**src/rtl/mpu_bank_bridge_pkg.sv**
```systemverilog
// rtl/mpu_bank_bridge_pkg.sv - shared types and defaults for the MPU bank bridge
// Purpose: access FSM state encoding, access classification, default register
//          addresses, unmapped read value and default region table.
// Optional feature macro: MPU_BANK_BRIDGE_AUTOINC_EN (pointer/data-port pair
//          placed right after the bank registers).
package mpu_bank_bridge_pkg;

  typedef enum logic [1:0] {
    ST_IDLE   = 2'd0,
    ST_ACCESS = 2'd1,
    ST_DONE   = 2'd2
  } state_e;

  // What the captured access talks to.
  typedef enum logic [1:0] {
    K_TARGET   = 2'd0,
    K_BANK     = 2'd1,
    K_PTR      = 2'd2,
    K_UNMAPPED = 2'd3
  } kind_e;

  localparam logic [15:0] DEF_UNMAPPED_VALUE = 16'hDEAD;
  localparam logic [15:0] DEF_BANK_REG_ADDR  = 16'h0FF0;

  // Default region table for 20-bit internal addresses, target 7 leftmost.
  // Target 3 overlaps target 2 on purpose: the lower index wins there.
  localparam logic [8*20-1:0] DEF_TARGET_BASES = {
    20'hF0000, 20'h08000, 20'h04000, 20'h01000,
    20'h00000, 20'h00000, 20'h00A00, 20'h00800
  };
  localparam logic [8*20-1:0] DEF_TARGET_SIZES = {
    20'h10000, 20'h78000, 20'h04000, 20'h03000,
    20'h00800, 20'h00100, 20'h00400, 20'h00200
  };

endpackage

```
**src/rtl/mpu_bank_bridge_if.sv**
```systemverilog
// rtl/mpu_bank_bridge_if.sv - MPU bus and target bus bundle
// Purpose: groups the external MPU handshake and the internal target strobes.
// Ports (signals):
//   mpu_en/mpu_rd/mpu_wr/mpu_be/mpu_addr_in/mpu_data_in : MPU request
//   mpu_data_out/mpu_ready                               : MPU response
//   tgt_sel/tgt_rd/tgt_wr/tgt_be/tgt_addr/tgt_wdata      : target request
//   tgt_rdata                                            : per-target read data
// Modports: master = MPU and targets side, slave = bridge.
interface mpu_bank_bridge_if #(
  parameter int MPU_ADDR_WIDTH = 16,
  parameter int DATA_WIDTH     = 16,
  parameter int INT_ADDR_WIDTH = 20,
  parameter int NUM_TARGETS    = 8
);
  logic                              mpu_en;
  logic                              mpu_rd;
  logic                              mpu_wr;
  logic [1:0]                        mpu_be;
  logic [MPU_ADDR_WIDTH-1:0]         mpu_addr_in;
  logic [DATA_WIDTH-1:0]             mpu_data_in;
  logic [DATA_WIDTH-1:0]             mpu_data_out;
  logic                              mpu_ready;
  logic [NUM_TARGETS-1:0]            tgt_sel;
  logic                              tgt_rd;
  logic                              tgt_wr;
  logic [1:0]                        tgt_be;
  logic [INT_ADDR_WIDTH-1:0]         tgt_addr;
  logic [DATA_WIDTH-1:0]             tgt_wdata;
  logic [NUM_TARGETS*DATA_WIDTH-1:0] tgt_rdata;

  modport master (
    output mpu_en, mpu_rd, mpu_wr, mpu_be, mpu_addr_in, mpu_data_in, tgt_rdata,
    input  mpu_data_out, mpu_ready, tgt_sel, tgt_rd, tgt_wr, tgt_be, tgt_addr, tgt_wdata
  );

  modport slave (
    input  mpu_en, mpu_rd, mpu_wr, mpu_be, mpu_addr_in, mpu_data_in, tgt_rdata,
    output mpu_data_out, mpu_ready, tgt_sel, tgt_rd, tgt_wr, tgt_be, tgt_addr, tgt_wdata
  );
endinterface

```
**src/rtl/mpu_region_decoder.sv**
```systemverilog
// rtl/mpu_region_decoder.sv - combinational table-driven region decoder
// Purpose: finds the first region with BASE <= addr < BASE + SIZE.
// Ports:
//   addr_i     : internal address
//   sel_o      : one-hot region select (lowest matching index)
//   rel_addr_o : addr_i minus the selected base
//   unmapped_o : no region matched
module mpu_region_decoder #(
  parameter int INT_ADDR_WIDTH = 20,
  parameter int NUM_TARGETS    = 8,
  parameter logic [NUM_TARGETS*INT_ADDR_WIDTH-1:0] TARGET_BASES = '0,
  parameter logic [NUM_TARGETS*INT_ADDR_WIDTH-1:0] TARGET_SIZES = '0
) (
  input  logic [INT_ADDR_WIDTH-1:0] addr_i,
  output logic [NUM_TARGETS-1:0]    sel_o,
  output logic [INT_ADDR_WIDTH-1:0] rel_addr_o,
  output logic                      unmapped_o
);

  logic                    found;
  logic [INT_ADDR_WIDTH:0] base_v;
  logic [INT_ADDR_WIDTH:0] limit_v;

  // One extra bit so a region ending exactly at the top of the space
  // does not wrap its limit to zero.
  always_comb begin
    sel_o      = '0;
    rel_addr_o = '0;
    found      = 1'b0;
    base_v     = '0;
    limit_v    = '0;
    for (int i = 0; i < NUM_TARGETS; i++) begin
      base_v  = {1'b0, TARGET_BASES[i*INT_ADDR_WIDTH +: INT_ADDR_WIDTH]};
      limit_v = base_v + {1'b0, TARGET_SIZES[i*INT_ADDR_WIDTH +: INT_ADDR_WIDTH]};
      if (!found && ({1'b0, addr_i} >= base_v) && ({1'b0, addr_i} < limit_v)) begin
        found      = 1'b1;
        sel_o[i]   = 1'b1;
        rel_addr_o = addr_i - base_v[INT_ADDR_WIDTH-1:0];
      end
    end
    unmapped_o = !found;
  end

endmodule

```
**src/rtl/mpu_bank_bridge.sv**
```systemverilog
// rtl/mpu_bank_bridge.sv - banked MPU front end with region decode and handshake
// Purpose: translates MPU page/offset through bank registers, decodes the
//          internal address to a target region and runs a fixed-latency
//          IDLE -> ACCESS -> DONE handshake with registered strobes and data.
// Ports:
//   clk, reset  : clock, synchronous active-low reset
//   bus         : mpu_bank_bridge_if.slave (MPU request/response, target bus)
//   bank_values : flattened bank registers, window 0 in the low bits
//   access_err  : sticky error (unmapped access or read+write together)
// Optional feature macro: MPU_BANK_BRIDGE_AUTOINC_EN adds a pointer register at
//   BANK_REG_ADDR+NUM_WINDOWS and an auto-incrementing data port at +1.
module mpu_bank_bridge
  import mpu_bank_bridge_pkg::*;
#(
  parameter int MPU_ADDR_WIDTH    = 16,
  parameter int DATA_WIDTH        = 16,
  parameter int PAGE_OFFSET_WIDTH = 12,
  parameter int NUM_WINDOWS       = 4,
  parameter int BANK_WIDTH        = 8,
  parameter int NUM_TARGETS       = 8,
  parameter logic [NUM_TARGETS*(PAGE_OFFSET_WIDTH+BANK_WIDTH)-1:0] TARGET_BASES = DEF_TARGET_BASES,
  parameter logic [NUM_TARGETS*(PAGE_OFFSET_WIDTH+BANK_WIDTH)-1:0] TARGET_SIZES = DEF_TARGET_SIZES,
  parameter int READ_LATENCY      = 1,
  parameter logic [MPU_ADDR_WIDTH-1:0] BANK_REG_ADDR  = DEF_BANK_REG_ADDR,
  parameter logic [DATA_WIDTH-1:0]     UNMAPPED_VALUE = DEF_UNMAPPED_VALUE
) (
  input  logic                              clk,
  input  logic                              reset,
  mpu_bank_bridge_if.slave                  bus,
  output logic [NUM_WINDOWS*BANK_WIDTH-1:0] bank_values,
  output logic                              access_err
);

  localparam int INT_ADDR_WIDTH = PAGE_OFFSET_WIDTH + BANK_WIDTH;
  localparam int PAGE_WIDTH     = MPU_ADDR_WIDTH - PAGE_OFFSET_WIDTH;
  localparam int TIDX_W         = (NUM_TARGETS > 1) ? $clog2(NUM_TARGETS) : 1;
  localparam int BIDX_W         = (NUM_WINDOWS > 1) ? $clog2(NUM_WINDOWS) : 1;

  state_e                    state_q;
  kind_e                     kind_q;
  logic [2:0]                cnt_q;
  logic [TIDX_W-1:0]         tidx_q;
  logic [BIDX_W-1:0]         bidx_q;
  logic [BANK_WIDTH-1:0]     bank_q [NUM_WINDOWS];

  logic [PAGE_WIDTH-1:0]        page_d;
  logic [PAGE_OFFSET_WIDTH-1:0] offset_d;
  logic                         page_mapped_d;
  logic [BANK_WIDTH-1:0]        bank_sel_d;
  logic [INT_ADDR_WIDTH-1:0]    internal_d;
  logic                         bank_hit_d;
  logic [BIDX_W-1:0]            bank_idx_d;
  logic                         req_d;
  logic                         rd_d;
  logic                         wr_only_d;
  kind_e                        kind_d;
  logic [TIDX_W-1:0]            tidx_d;
  logic [2:0]                   done_cnt_d;
  logic [NUM_TARGETS-1:0]       dec_sel;
  logic [INT_ADDR_WIDTH-1:0]    dec_rel;
  logic                         dec_unmapped;
`ifdef MPU_BANK_BRIDGE_AUTOINC_EN
  logic [INT_ADDR_WIDTH-1:0]    ptr_q;
  logic                         port_q;
  logic                         ptr_hit_d;
  logic                         port_hit_d;
`else
  logic                         reserved_hit_d;
`endif

  assign page_d    = bus.mpu_addr_in[MPU_ADDR_WIDTH-1:PAGE_OFFSET_WIDTH];
  assign offset_d  = bus.mpu_addr_in[PAGE_OFFSET_WIDTH-1:0];
  assign req_d     = bus.mpu_en && (bus.mpu_rd || bus.mpu_wr);
  assign rd_d      = bus.mpu_rd;
  // Read wins when both strobes are set, so the write half is dropped.
  assign wr_only_d = bus.mpu_wr && !bus.mpu_rd;

  // Page translation and register-window hits, evaluated on live inputs;
  // only consulted in IDLE, where the access is captured.
  always_comb begin
    page_mapped_d = (page_d == '0);
    bank_sel_d    = '0;
    for (int k = 0; k < NUM_WINDOWS; k++) begin
      if (page_d == PAGE_WIDTH'(k + 1)) begin
        page_mapped_d = 1'b1;
        bank_sel_d    = bank_q[k];
      end
    end
    internal_d = {bank_sel_d, offset_d};
    bank_hit_d = 1'b0;
    bank_idx_d = '0;
    for (int k = 0; k < NUM_WINDOWS; k++) begin
      if (bus.mpu_addr_in == BANK_REG_ADDR + MPU_ADDR_WIDTH'(k)) begin
        bank_hit_d = 1'b1;
        bank_idx_d = BIDX_W'(k);
      end
    end
`ifdef MPU_BANK_BRIDGE_AUTOINC_EN
    ptr_hit_d  = (bus.mpu_addr_in == BANK_REG_ADDR + MPU_ADDR_WIDTH'(NUM_WINDOWS));
    port_hit_d = (bus.mpu_addr_in == BANK_REG_ADDR + MPU_ADDR_WIDTH'(NUM_WINDOWS + 1));
    if (port_hit_d) internal_d = ptr_q;
`else
    reserved_hit_d = (bus.mpu_addr_in == BANK_REG_ADDR + MPU_ADDR_WIDTH'(NUM_WINDOWS)) ||
                     (bus.mpu_addr_in == BANK_REG_ADDR + MPU_ADDR_WIDTH'(NUM_WINDOWS + 1));
`endif
  end

  mpu_region_decoder #(
    .INT_ADDR_WIDTH (INT_ADDR_WIDTH),
    .NUM_TARGETS    (NUM_TARGETS),
    .TARGET_BASES   (TARGET_BASES),
    .TARGET_SIZES   (TARGET_SIZES)
  ) u_decoder (
    .addr_i     (internal_d),
    .sel_o      (dec_sel),
    .rel_addr_o (dec_rel),
    .unmapped_o (dec_unmapped)
  );

  // Register windows take priority over the region table.
  always_comb begin
    kind_d = K_TARGET;
    if (bank_hit_d) kind_d = K_BANK;
`ifdef MPU_BANK_BRIDGE_AUTOINC_EN
    else if (ptr_hit_d) kind_d = K_PTR;
    else if (port_hit_d) kind_d = dec_unmapped ? K_UNMAPPED : K_TARGET;
`else
    else if (reserved_hit_d) kind_d = K_UNMAPPED;
`endif
    else if (!page_mapped_d || dec_unmapped) kind_d = K_UNMAPPED;
  end

  always_comb begin
    tidx_d = '0;
    for (int i = 0; i < NUM_TARGETS; i++) begin
      if (dec_sel[i]) tidx_d = TIDX_W'(i);
    end
  end

  // cnt_q starts at 0 on capture, so DONE is reached latency+2 clocks after
  // capture; register windows behave as latency-1 targets.
  assign done_cnt_d = ((kind_q == K_BANK) || (kind_q == K_PTR)) ? 3'd2 : 3'(READ_LATENCY + 1);

  always_ff @(posedge clk) begin
    if (!reset) begin
      state_q          <= ST_IDLE;
      kind_q           <= K_TARGET;
      cnt_q            <= '0;
      tidx_q           <= '0;
      bidx_q           <= '0;
      access_err       <= 1'b0;
      bus.mpu_ready    <= 1'b0;
      bus.mpu_data_out <= '0;
      bus.tgt_sel      <= '0;
      bus.tgt_rd       <= 1'b0;
      bus.tgt_wr       <= 1'b0;
      bus.tgt_be       <= '0;
      bus.tgt_addr     <= '0;
      bus.tgt_wdata    <= '0;
      for (int k = 0; k < NUM_WINDOWS; k++) bank_q[k] <= '0;
`ifdef MPU_BANK_BRIDGE_AUTOINC_EN
      ptr_q            <= '0;
      port_q           <= 1'b0;
`endif
    end else begin
      // Target strobes are single-cycle pulses.
      bus.tgt_sel <= '0;
      bus.tgt_rd  <= 1'b0;
      bus.tgt_wr  <= 1'b0;
      case (state_q)
        ST_IDLE: begin
          if (req_d) begin
            state_q <= ST_ACCESS;
            cnt_q   <= '0;
            kind_q  <= kind_d;
            tidx_q  <= tidx_d;
            bidx_q  <= bank_idx_d;
`ifdef MPU_BANK_BRIDGE_AUTOINC_EN
            port_q  <= port_hit_d;
`endif
            if (bus.mpu_rd && bus.mpu_wr) access_err <= 1'b1;
            case (kind_d)
              K_TARGET: begin
                bus.tgt_sel   <= dec_sel;
                bus.tgt_rd    <= rd_d;
                bus.tgt_wr    <= wr_only_d;
                bus.tgt_be    <= bus.mpu_be;
                bus.tgt_addr  <= dec_rel;
                bus.tgt_wdata <= bus.mpu_data_in;
              end
              K_BANK: begin
                if (wr_only_d) begin
                  for (int b = 0; b < BANK_WIDTH; b++) begin
                    if (bus.mpu_be[b/8]) bank_q[bank_idx_d][b] <= bus.mpu_data_in[b];
                  end
                  // Empty-byte-enable write to window 0 is the error clear.
                  if (bank_idx_d == '0 && bus.mpu_be == 2'b00) access_err <= 1'b0;
                end
              end
`ifdef MPU_BANK_BRIDGE_AUTOINC_EN
              K_PTR: begin
                // Low bytes follow mpu_be; an empty-be write loads the bits
                // above DATA_WIDTH from the low bits of the write data.
                if (wr_only_d) begin
                  for (int b = 0; b < INT_ADDR_WIDTH; b++) begin
                    if (b < DATA_WIDTH) begin
                      if (bus.mpu_be[b/8]) ptr_q[b] <= bus.mpu_data_in[b];
                    end else if (bus.mpu_be == 2'b00) begin
                      ptr_q[b] <= bus.mpu_data_in[b-DATA_WIDTH];
                    end
                  end
                end
              end
`endif
              default: access_err <= 1'b1;
            endcase
          end
        end
        ST_ACCESS: begin
          if (cnt_q == done_cnt_d) begin
            state_q       <= ST_DONE;
            bus.mpu_ready <= 1'b1;
            case (kind_q)
              K_TARGET: bus.mpu_data_out <= bus.tgt_rdata[tidx_q*DATA_WIDTH +: DATA_WIDTH];
              K_BANK:   bus.mpu_data_out <= DATA_WIDTH'(bank_q[bidx_q]);
`ifdef MPU_BANK_BRIDGE_AUTOINC_EN
              K_PTR:    bus.mpu_data_out <= ptr_q[DATA_WIDTH-1:0];
`endif
              default:  bus.mpu_data_out <= UNMAPPED_VALUE;
            endcase
`ifdef MPU_BANK_BRIDGE_AUTOINC_EN
            if (port_q) ptr_q <= ptr_q + 1'b1;
`endif
          end else begin
            cnt_q <= cnt_q + 3'd1;
          end
        end
        ST_DONE: begin
          if (!bus.mpu_en) begin
            state_q       <= ST_IDLE;
            bus.mpu_ready <= 1'b0;
          end
        end
        default: state_q <= ST_IDLE;
      endcase
    end
  end

  for (genvar k = 0; k < NUM_WINDOWS; k++) begin : g_bank_out
    assign bank_values[k*BANK_WIDTH +: BANK_WIDTH] = bank_q[k];
  end

endmodule

```
**src/flat_wrapper.sv**
```systemverilog
// flat-port wrapper written by rule: the top's interface ports become plain ports
module mpu_bank_bridge_flat import mpu_bank_bridge_pkg::*;
#(
  parameter int MPU_ADDR_WIDTH    = 16,
  parameter int DATA_WIDTH        = 16,
  parameter int PAGE_OFFSET_WIDTH = 12,
  parameter int NUM_WINDOWS       = 4,
  parameter int BANK_WIDTH        = 8,
  parameter int NUM_TARGETS       = 8,
  parameter logic [NUM_TARGETS*(PAGE_OFFSET_WIDTH+BANK_WIDTH)-1:0] TARGET_BASES = DEF_TARGET_BASES,
  parameter logic [NUM_TARGETS*(PAGE_OFFSET_WIDTH+BANK_WIDTH)-1:0] TARGET_SIZES = DEF_TARGET_SIZES,
  parameter int READ_LATENCY      = 1,
  parameter logic [MPU_ADDR_WIDTH-1:0] BANK_REG_ADDR  = DEF_BANK_REG_ADDR,
  parameter logic [DATA_WIDTH-1:0]     UNMAPPED_VALUE = DEF_UNMAPPED_VALUE
)
  (clk, reset, bank_values, access_err, bus_mpu_en, bus_mpu_rd, bus_mpu_wr, bus_mpu_be, bus_mpu_addr_in, bus_mpu_data_in, bus_tgt_rdata, bus_mpu_data_out, bus_mpu_ready, bus_tgt_sel, bus_tgt_rd, bus_tgt_wr, bus_tgt_be, bus_tgt_addr, bus_tgt_wdata);
  mpu_bank_bridge_if #(.MPU_ADDR_WIDTH(MPU_ADDR_WIDTH), .DATA_WIDTH(DATA_WIDTH), .NUM_TARGETS(NUM_TARGETS)) bus_i ();
  input  logic clk;
  input  logic reset;
  output logic [NUM_WINDOWS*BANK_WIDTH-1:0] bank_values;
  output logic access_err;
  input wire logic [$bits(bus_i.mpu_en)-1:0] bus_mpu_en;
  input wire logic [$bits(bus_i.mpu_rd)-1:0] bus_mpu_rd;
  input wire logic [$bits(bus_i.mpu_wr)-1:0] bus_mpu_wr;
  input wire logic [$bits(bus_i.mpu_be)-1:0] bus_mpu_be;
  input wire logic [$bits(bus_i.mpu_addr_in)-1:0] bus_mpu_addr_in;
  input wire logic [$bits(bus_i.mpu_data_in)-1:0] bus_mpu_data_in;
  input wire logic [$bits(bus_i.tgt_rdata)-1:0] bus_tgt_rdata;
  output wire logic [$bits(bus_i.mpu_data_out)-1:0] bus_mpu_data_out;
  output wire logic [$bits(bus_i.mpu_ready)-1:0] bus_mpu_ready;
  output wire logic [$bits(bus_i.tgt_sel)-1:0] bus_tgt_sel;
  output wire logic [$bits(bus_i.tgt_rd)-1:0] bus_tgt_rd;
  output wire logic [$bits(bus_i.tgt_wr)-1:0] bus_tgt_wr;
  output wire logic [$bits(bus_i.tgt_be)-1:0] bus_tgt_be;
  output wire logic [$bits(bus_i.tgt_addr)-1:0] bus_tgt_addr;
  output wire logic [$bits(bus_i.tgt_wdata)-1:0] bus_tgt_wdata;
  assign bus_i.mpu_en = bus_mpu_en;
  assign bus_i.mpu_rd = bus_mpu_rd;
  assign bus_i.mpu_wr = bus_mpu_wr;
  assign bus_i.mpu_be = bus_mpu_be;
  assign bus_i.mpu_addr_in = bus_mpu_addr_in;
  assign bus_i.mpu_data_in = bus_mpu_data_in;
  assign bus_i.tgt_rdata = bus_tgt_rdata;
  assign bus_mpu_data_out = bus_i.mpu_data_out;
  assign bus_mpu_ready = bus_i.mpu_ready;
  assign bus_tgt_sel = bus_i.tgt_sel;
  assign bus_tgt_rd = bus_i.tgt_rd;
  assign bus_tgt_wr = bus_i.tgt_wr;
  assign bus_tgt_be = bus_i.tgt_be;
  assign bus_tgt_addr = bus_i.tgt_addr;
  assign bus_tgt_wdata = bus_i.tgt_wdata;
  mpu_bank_bridge #(.MPU_ADDR_WIDTH(MPU_ADDR_WIDTH), .DATA_WIDTH(DATA_WIDTH), .PAGE_OFFSET_WIDTH(PAGE_OFFSET_WIDTH), .NUM_WINDOWS(NUM_WINDOWS), .BANK_WIDTH(BANK_WIDTH), .NUM_TARGETS(NUM_TARGETS), .TARGET_BASES(TARGET_BASES), .TARGET_SIZES(TARGET_SIZES), .READ_LATENCY(READ_LATENCY), .BANK_REG_ADDR(BANK_REG_ADDR), .UNMAPPED_VALUE(UNMAPPED_VALUE)) u_core (.clk(clk), .reset(reset), .bus(bus_i), .bank_values(bank_values), .access_err(access_err));
endmodule
```
**config.mk**
```make
export PLATFORM = sky130hd
export DESIGN_NAME = mpu_bank_bridge_flat
export DESIGN_NICKNAME = d
export VERILOG_FILES = /design/src/rtl/mpu_bank_bridge_pkg.sv /design/src/rtl/mpu_bank_bridge_if.sv /design/src/rtl/mpu_region_decoder.sv /design/src/rtl/mpu_bank_bridge.sv /design/src/flat_wrapper.sv
export SDC_FILE = /design/constraint.sdc
export NUM_CORES = 1
export LEC_CHECK = 0
export ABC_AREA = 1
export CORE_ASPECT_RATIO = 1.5
export CORE_UTILIZATION = 25
export CTS_CLUSTER_DIAMETER = 30
export CTS_CLUSTER_SIZE = 24
export DETAILED_ROUTE_END_ITERATION = 8
export PLACE_DENSITY_LB_ADDON = 0.25
export SLEW_MARGIN = 30
export SYNTH_ARGS = -nofsm -noshare
export SYNTH_HDL_FRONTEND = slang
export SYNTH_SLANG_ARGS = --single-unit
```
**constraint.sdc**
```tcl
create_clock -name clk -period 5 [get_ports clk]
set_input_delay 1.25 -clock clk [delete_from_list [all_inputs] [get_ports clk]]
set_output_delay 1.25 -clock clk [all_outputs]
set_load 0.05 [all_outputs]
```
==> metrics.txt, run 1 <==
Worst-path clk slew 70 ps; Vias roughly 8,200; slowest CP cell clkdlybuf4s50_1; Die Ht 210 µm; number of routed nets with antenna violations 0; CP Capture Point u_core.bus.tgt_addr[17]$_SDFFE_PN0P_; postcts setup bufs 0; CTS Sinks 112; 1st-iter DRT viols 456; initial core utilization between 20% and 30%; Worst Setup Start Kind input port; leading cell type in the layout, fill and taps excluded clkdlybuf4s50_1; worst vdd ir 0.169 mV; Core Box Area 28,200 µm²; Detailed Route WL 30,200 µm; die footprint 29,500 µm²; Final Hold Viols 0; measured slew at the worst slew-check pin 924 ps; H-tree levels 3; Seq/Total Area, Yosys 35.6%; Yosys top cell by area dfxtp_1; worst path cell trace clkdlybuf4s50_1 > nor2_2 > nand3_4 > inv_2 > nand2_1 > nand4_2 > clkinv_1 > ha_1 > nand2_1 > a21oi_1 > nand3_2 > inv_1 > nand2_1 > inv_2 > nand2_2 > nand2_2 > nor2_1 > nor2_1 > nand3_1 > nor2_1 > nand3_1 > nand2_1 > nand2_1; Mapped Area 7200 µm²; r2r setup slk 1790 ps; Leakage Power around 4.4 nW; crit-path most repeated cell nand2_1; kind of critical path input port to flop; outcome complete, no violations; Max Used Layer met4; initial antenna violation count 0; M1 wire length 12,000 µm; fin crit period approximately 4500 ps; layout cells sized above 1 8.62%; vias in the first global route approximately 8,200; CTS Root Cell clkbuf_16; clock buffer count from CTS 9; Port Buffers between 200 and 300; Yosys warning total 0; DIE WIDTH ~140 µm; GRT Total Usage approximately a fifth; Max clock buf depth 2; GR Overflow Total 0; FF-to-FF path depth 21; WP data required 5260 ps; Hold WS about 460 ps; Reg-to-Reg End u_core.bus.tgt_addr[17]$_SDFFE_PN0P_; MaxCap Viol Count 0; crit share post-route 89.8%; Syn Nets approximately 1,200; largest net degree at the start of global routing 66; Post-synth EDFFs 32; largest stage delay on the critical path 690 ps; RSZ-0062 raised after global routing false; fin. max-slew vios 0; Pwr per Cell Area 247 nW/µm²; Data arrival, critical path 4750 ps; wire length on met2 between 10,000 and 15,000 µm; Crit Path Max Fanout 9; number of hold buffers added after CTS 0; 1st-pass router iterations 5; Worst slew margin 38.0%; Rows 75; ratio of routed vias to standard cells 5.02; later-pin clock latency in the skew report 370 ps; cell count after synthesis 1,017; post_cts resized 0; DRC errors left 0; Final Util 37.8%; Setup TNS 0 ps; Overall Power between 2 and 3 mW; nets around 1,500; Yosys reg bits ~110; wire length on met3 1860 µm; Synth Flop Type dfxtp_1; io pins 265; setup violators final 0; routed len/inst 18.5 µm; Highest Clock Rate 0.223 GHz; global-route wire length before repair 46,300 µm; most frequent cells in the layout clkdlybuf4s50_1, nand2_1, nor2_1; Hold Path Class flop to flop; number of inserted diodes 0; Synth top area share 22.2%; placer congestion estimate 0.978; detailed placer's ending HPWL 24,000 µm; Area Growth Syn to Fin 47.7%; CP startpoint bus_mpu_addr_in[12]; TritonCTS clock tree yes; Critical R2R Launch u_core.bank_q[2][4]$_SDFFCE_PN0P_; Crit. End Element flop; fraction of registers with async set/reset 0%; Worst Skew 9.86 ps; top cells by area, synth dfxtp_1, edfxtp_1, nand2_1; Synth cell types 50; Mapped Avg Cell Area 7.08 µm²
## cells in the mapped netlist (3+ instances only)
library cell	n
nor3_1	12
ha_1	19
xor2_1	13
o21ai_0	87
o21ai_1	12
inv_2	14
clkbuf_1	33
buf_6	6
o221ai_1	20
o211ai_1	9
buf_1	3
inv_1	80
a31oi_1	4
o22ai_1	3
nor2_2	6
nor2_1	145
o311ai_0	4
a21oi_1	56
dfxtp_1	80
a221oi_1	11
o41ai_1	5
nand4_1	14
nor2_4	8
a22o_1	9
buf_2	4
nand2_2	8
nand3_1	96
nand2_1	187
nand3_2	3
or2_2	3
xnor2_1	3
edfxtp_1	32
## layout make-up
| type | count | area, µm² |
|---|---|---|
| tap | 346 | 433 |
| timing repair buffer | 302 | 2930 |
| fill | 2969 | 17500 |
| inverter | 97 | 368 |
| clock inverter | 7 | 82.6 |
| multi-input combinational | 760 | 4040 |
| sequential | 112 | 2560 |
| clock buffer | 9 | 225 |
## through the flow
stage               std cells  instance area (µm²)  worst slack, ps
global placement         1617                10300              211
floorplan                1017                 7200             1000
global route             1633                10600              218
finish                   1633                10600              511
CTS                      1633                10600              570
detailed placement       1617                10300              178
## registers in the layout, indices dropped and copies added, names as in the netlist, named ones only
register	flops
u_core.bus.mpu_data_out	16
u_core.kind_q	2
u_core.tidx_q	3
u_core.bus.tgt_rd	1
u_core.bus.mpu_ready	1
u_core.bus.tgt_wdata	16
u_core.bus.tgt_be	2
u_core.cnt_q	3
u_core.bank_q	32
u_core.bus.tgt_wr	1
u_core.bidx_q	2
u_core.access_err	1
u_core.state_q	2
u_core.bus.tgt_addr	20
u_core.bus.tgt_sel	8
## where the power goes
group	leakage, nW	switching (mW)	internal [mW]
Clock	0.151	0.389	0.360
Sequential	0.972	0.0381	0.963
Combinational	3.30	0.523	0.351
## how the worst min path moves through the flow
stage                                         startpoint                              endpoint  slack [ps]  depth (start not counted)
floorplan                  u_core.bidx_q[0]$_SDFFE_PN0P_                                  flop         450                          2
global placement    u_core.bus.tgt_addr[11]$_SDFFE_PN0P_  u_core.bus.tgt_addr[11]$_SDFFE_PN0P_         440                          2
detailed placement  u_core.bus.tgt_addr[11]$_SDFFE_PN0P_  u_core.bus.tgt_addr[11]$_SDFFE_PN0P_         440                          2
CTS                 u_core.bus.tgt_addr[17]$_SDFFE_PN0P_  u_core.bus.tgt_addr[17]$_SDFFE_PN0P_         460                          2
global route        u_core.bus.tgt_wdata[6]$_SDFFE_PN0P_  u_core.bus.tgt_wdata[6]$_SDFFE_PN0P_         480                          2
finish              u_core.bus.tgt_addr[17]$_SDFFE_PN0P_  u_core.bus.tgt_addr[17]$_SDFFE_PN0P_         460                          2
## per-layer routing
layer  vias to the layer above  track usage (%)
li1                       4006                -
met1                      3788             22.8
met2                       324             36.5
met3                        75             3.99
met4                         0             11.2
met5                         -                0
## cells by family (layout without fill, tap and decap cells)
kind of cell / Yosys count / count (layout) / share of synthesized area [%]
xor gates and xnor gates: 16 / 16 / 1.95
DFF: 112 / 112 / 35.6
buffers and inverters: 145 / 415 / 8.39
adders and majority gates: 19 / 19 / 3.30
AOI/OAI and AO/OA: 233 / 233 / 20.0
and+or+nand+nor: 492 / 492 / 30.8
## worst max-delay path: cells and delay by family
| family | cells | cell delay [ps] |
|---|---|---|
| fa+ha+maj | 1 | 300 |
| simple gates | 16 | 1820 |
| compound gates | 1 | 320 |
| buf+inv | 5 | 1060 |
No activity file was read; power rests on OpenSTA's default activity.
==> run 2: changes to the inputs <==
--- a/config.mk
+++ b/config.mk
@@ -11,6 +11,7 @@
 export CTS_CLUSTER_DIAMETER = 30
 export CTS_CLUSTER_SIZE = 24
 export DETAILED_ROUTE_END_ITERATION = 8
+export HOLD_SLACK_MARGIN = 0.12
 export PLACE_DENSITY_LB_ADDON = 0.25
 export SLEW_MARGIN = 30
 export SYNTH_ARGS = -nofsm -noshare
==> results of run 2 <==
The final DEF is identical to that of run 1; final timing and power are the same.
==> run 3: changes to the inputs <==
--- a/config.mk
+++ b/config.mk
@@ -8,10 +8,12 @@
 export ABC_AREA = 1
 export CORE_ASPECT_RATIO = 1.5
 export CORE_UTILIZATION = 25
+export CTS_BUF_LIST = sky130_fd_sc_hd__clkbuf_4 sky130_fd_sc_hd__clkbuf_8 sky130_fd_sc_hd__clkbuf_16
 export CTS_CLUSTER_DIAMETER = 30
 export CTS_CLUSTER_SIZE = 24
 export DETAILED_ROUTE_END_ITERATION = 8
 export HOLD_SLACK_MARGIN = 0.12
+export MAX_ROUTING_LAYER = met4
 export PLACE_DENSITY_LB_ADDON = 0.25
 export SLEW_MARGIN = 30
 export SYNTH_ARGS = -nofsm -noshare
==> metrics.txt, run 3 (synthesis gave the netlist of run 1 again) <==
later-pin clock latency in the skew report 380 ps (about the same); global-route wire length before repair 46,400 µm (+0.21%); internal power 1.68 mW (+0.47%); DIE WIDTH 141 µm (unchanged); io pins 265 (unchanged); Worst Setup Start Kind input port; CTS Sinks 112 (unchanged); Max clock buf depth 2 (unchanged); Port Buffers 264 (unchanged); DRC errors left 0 (unchanged); Area Growth Syn to Fin 48.4%; GRT Total Usage 21.3% (+0.81 points); Sw Share 36.0% (-0.21 points); switching pwr 0.946 mW (-0.45%); Die Ht 210 µm (unchanged); number of routed nets with antenna violations 0 (unchanged); GR Overflow Total 0 (unchanged); most frequent cells in the layout clkdlybuf4s50_1, nand2_1, nor2_1; kind of critical path input port to flop; Detailed Route WL 30,400 µm (+0.60%); ratio of routed vias to standard cells 4.94 (-1.5%); H-tree levels 3 (unchanged); Data arrival, critical path 4780 ps (+30 ps); Leakage Power 4.46 nW (+0.88%); Setup TNS 0 ps (unchanged); crit share post-route 90.3% (+0.56 points); postcts setup bufs 0 (unchanged); number of inserted diodes 0 (unchanged); Rows 75 (unchanged); detailed placer's ending HPWL 24,200 µm (+0.89%); Largest Register u_core.bank_q; Worst-path clk slew 70 ps (about the same); Overall Power 2.63 mW (+0.14%); post-route cell area 10,700 µm² (+0.52%); RSZ-0062 raised after global routing false; hold depth 2 (unchanged); Highest Clock Rate 0.221 GHz (-0.62%); 1st-pass router iterations 7 (+2); TritonCTS clock tree yes; clock buffer count from CTS 9 (unchanged); Clk pwr share 28.3% (-0.3 points); crit-path most repeated cell nand3_1; # fillers 2,959 (-0.34%); combinational fraction of design power 33.6% (+0.3 points); routed len/inst 18.5 µm (+0.11%); Hold Path Class flop to flop; Vias 8,108 (-1.0%); FF-to-FF path depth 19 (-9.5%); Worst Skew 14.0 ps (+4.17 ps); Final Hold Viols 0 (unchanged); largest net degree at the start of global routing 66 (unchanged); setup violators final 0 (unchanged); leading cell type in the layout, fill and taps excluded clkdlybuf4s50_1; number of hold buffers added after CTS 0 (unchanged); fin crit period 4520 ps (+28.0 ps); Largest regs u_core.bank_q x32, u_core.bus.tgt_addr x20; die footprint 29,500 µm² (unchanged); max reg flops 32 (unchanged); slowest CP cell clkdlybuf4s50_1; Pwr per Cell Area 246 nW/µm² (-0.38%); Sequential Power Share 38.0% (about the same); placer congestion estimate 0.936 (-4.3%); measured slew at the worst slew-check pin 918 ps (-5.49 ps); layout cells sized above 1 9.19% (+0.56 points); post_cts resized 0 (unchanged); vias in the first global route 8,206 (-0.12%); area of placed instances 10,400 µm² (+0.58%); nets 1,476 (+0.54%); 1st-iter DRT viols 418 (-8.3%); Worst slew margin 38.4% (+0.37 points); WP data required 5260 ps (about the same); Crit. End Element flop; CTS Root Cell clkbuf_16; fin. max-slew vios 0 (unchanged); initial antenna violation count 0 (unchanged); Crit Path Max Fanout 11 (+2); largest stage delay on the critical path 540 ps (-150 ps); MaxCap Viol Count 0 (unchanged); outcome complete, no violations; worst vdd ir 0.162 mV (-4.4%); initial core utilization 25.6% (unchanged); worst path cell trace clkdlybuf4s50_1 > nor2_2 > buf_4 > buf_4 > nand3_1 > nand3_1 > nor2_4 > ha_1 > inv_1 > a21oi_1 > nand3_2 > inv_1 > nand2_1 > inv_2 > nand2_2 > nand2_2 > nor2_1 > nor2_1 > nand3_1 > nor2_1 > nand3_1 > nand2_1 > nand2_1; Core Box Area 28,200 µm² (unchanged)
## run 3: cell types whose count changed in the layout (fill, tap and decap cells not counted), sizes merged
cell and change:
inv -1, clkbuf +1, buf +8
## run 3: cell type report
type | instances | area, µm² | share of cell area, %
Inverter | 97 | 368 | 3.44
Timing Repair Buffer | 310 | 2990 | 27.9
Sequential cell | 112 | 2560 | 24.0
Clock inverter | 6 | 70.1 | 0.655
Tap cell | 346 | 433 | 4.05
Multi-Input combinational cell | 760 | 4040 | 37.8
Clock buffer | 10 | 233 | 2.18
## run 3: worst max-delay path: cells and delay by family
family | cells | cell delay, ps
simple gates | 15 | 1840
fa+ha+maj | 1 | 280
compound gates | 1 | 280
buf+inv | 6 | 1090
## run 3: through the flow
step	setup slack, ps	hold slack, ps	std cells	util, %
after floorplan	1000	448	1017	-
after global placement	63.2	441	1625	36.9
after detailed placement	84.6	441	1625	36.9
after CTS	470	460	1641	38.0
after global routing	199	475	1641	38.0
final	483	452	1641	38.0
## run 3: worst paths after layout
path	startpoint	to	slack [ps]
setup / recovery	bus_mpu_addr_in[14]	u_core.bus.tgt_addr[17]$_SDFFE_PN0P_	480
hold / removal	u_core.bus.tgt_addr[17]$_SDFFE_PN0P_	u_core.bus.tgt_addr[17]$_SDFFE_PN0P_	450
setup reg to reg	u_core.bank_q[0][2]$_SDFFCE_PN0P_	u_core.bus.tgt_addr[17]$_SDFFE_PN0P_	1730
hold reg to reg	u_core.bus.tgt_addr[17]$_SDFFE_PN0P_	u_core.bus.tgt_addr[17]$_SDFFE_PN0P_	450
## run 3: routing by layer
| layer | wire (µm) | part of all wire (%) | track usage (%) | vias up |
|---|---|---|---|---|
| met5 | 0 | 0 | - | - |
| met4 | 1270 | 4.2 | 11.3 | 0 |
| met3 | 1620 | 5.3 | 3.29 | 74 |
| li1 | - | - | - | 4026 |
| met1 | 12300 | 40 | 23.0 | 3700 |
| met2 | 15200 | 50 | 37.4 | 308 |
## run 3: power groups by stage
stage | clock (mW) | combinational [mW] | sequential (mW)
floorplan | 0 | 0.425 | 1.09
global placement | 0 | 0.886 | 1.02
detailed placement | 0 | 0.881 | 1.02
CTS | 0.767 | 0.886 | 1.00
global route | 0.798 | 0.962 | 1.00
finish | 0.744 | 0.884 | 1.00
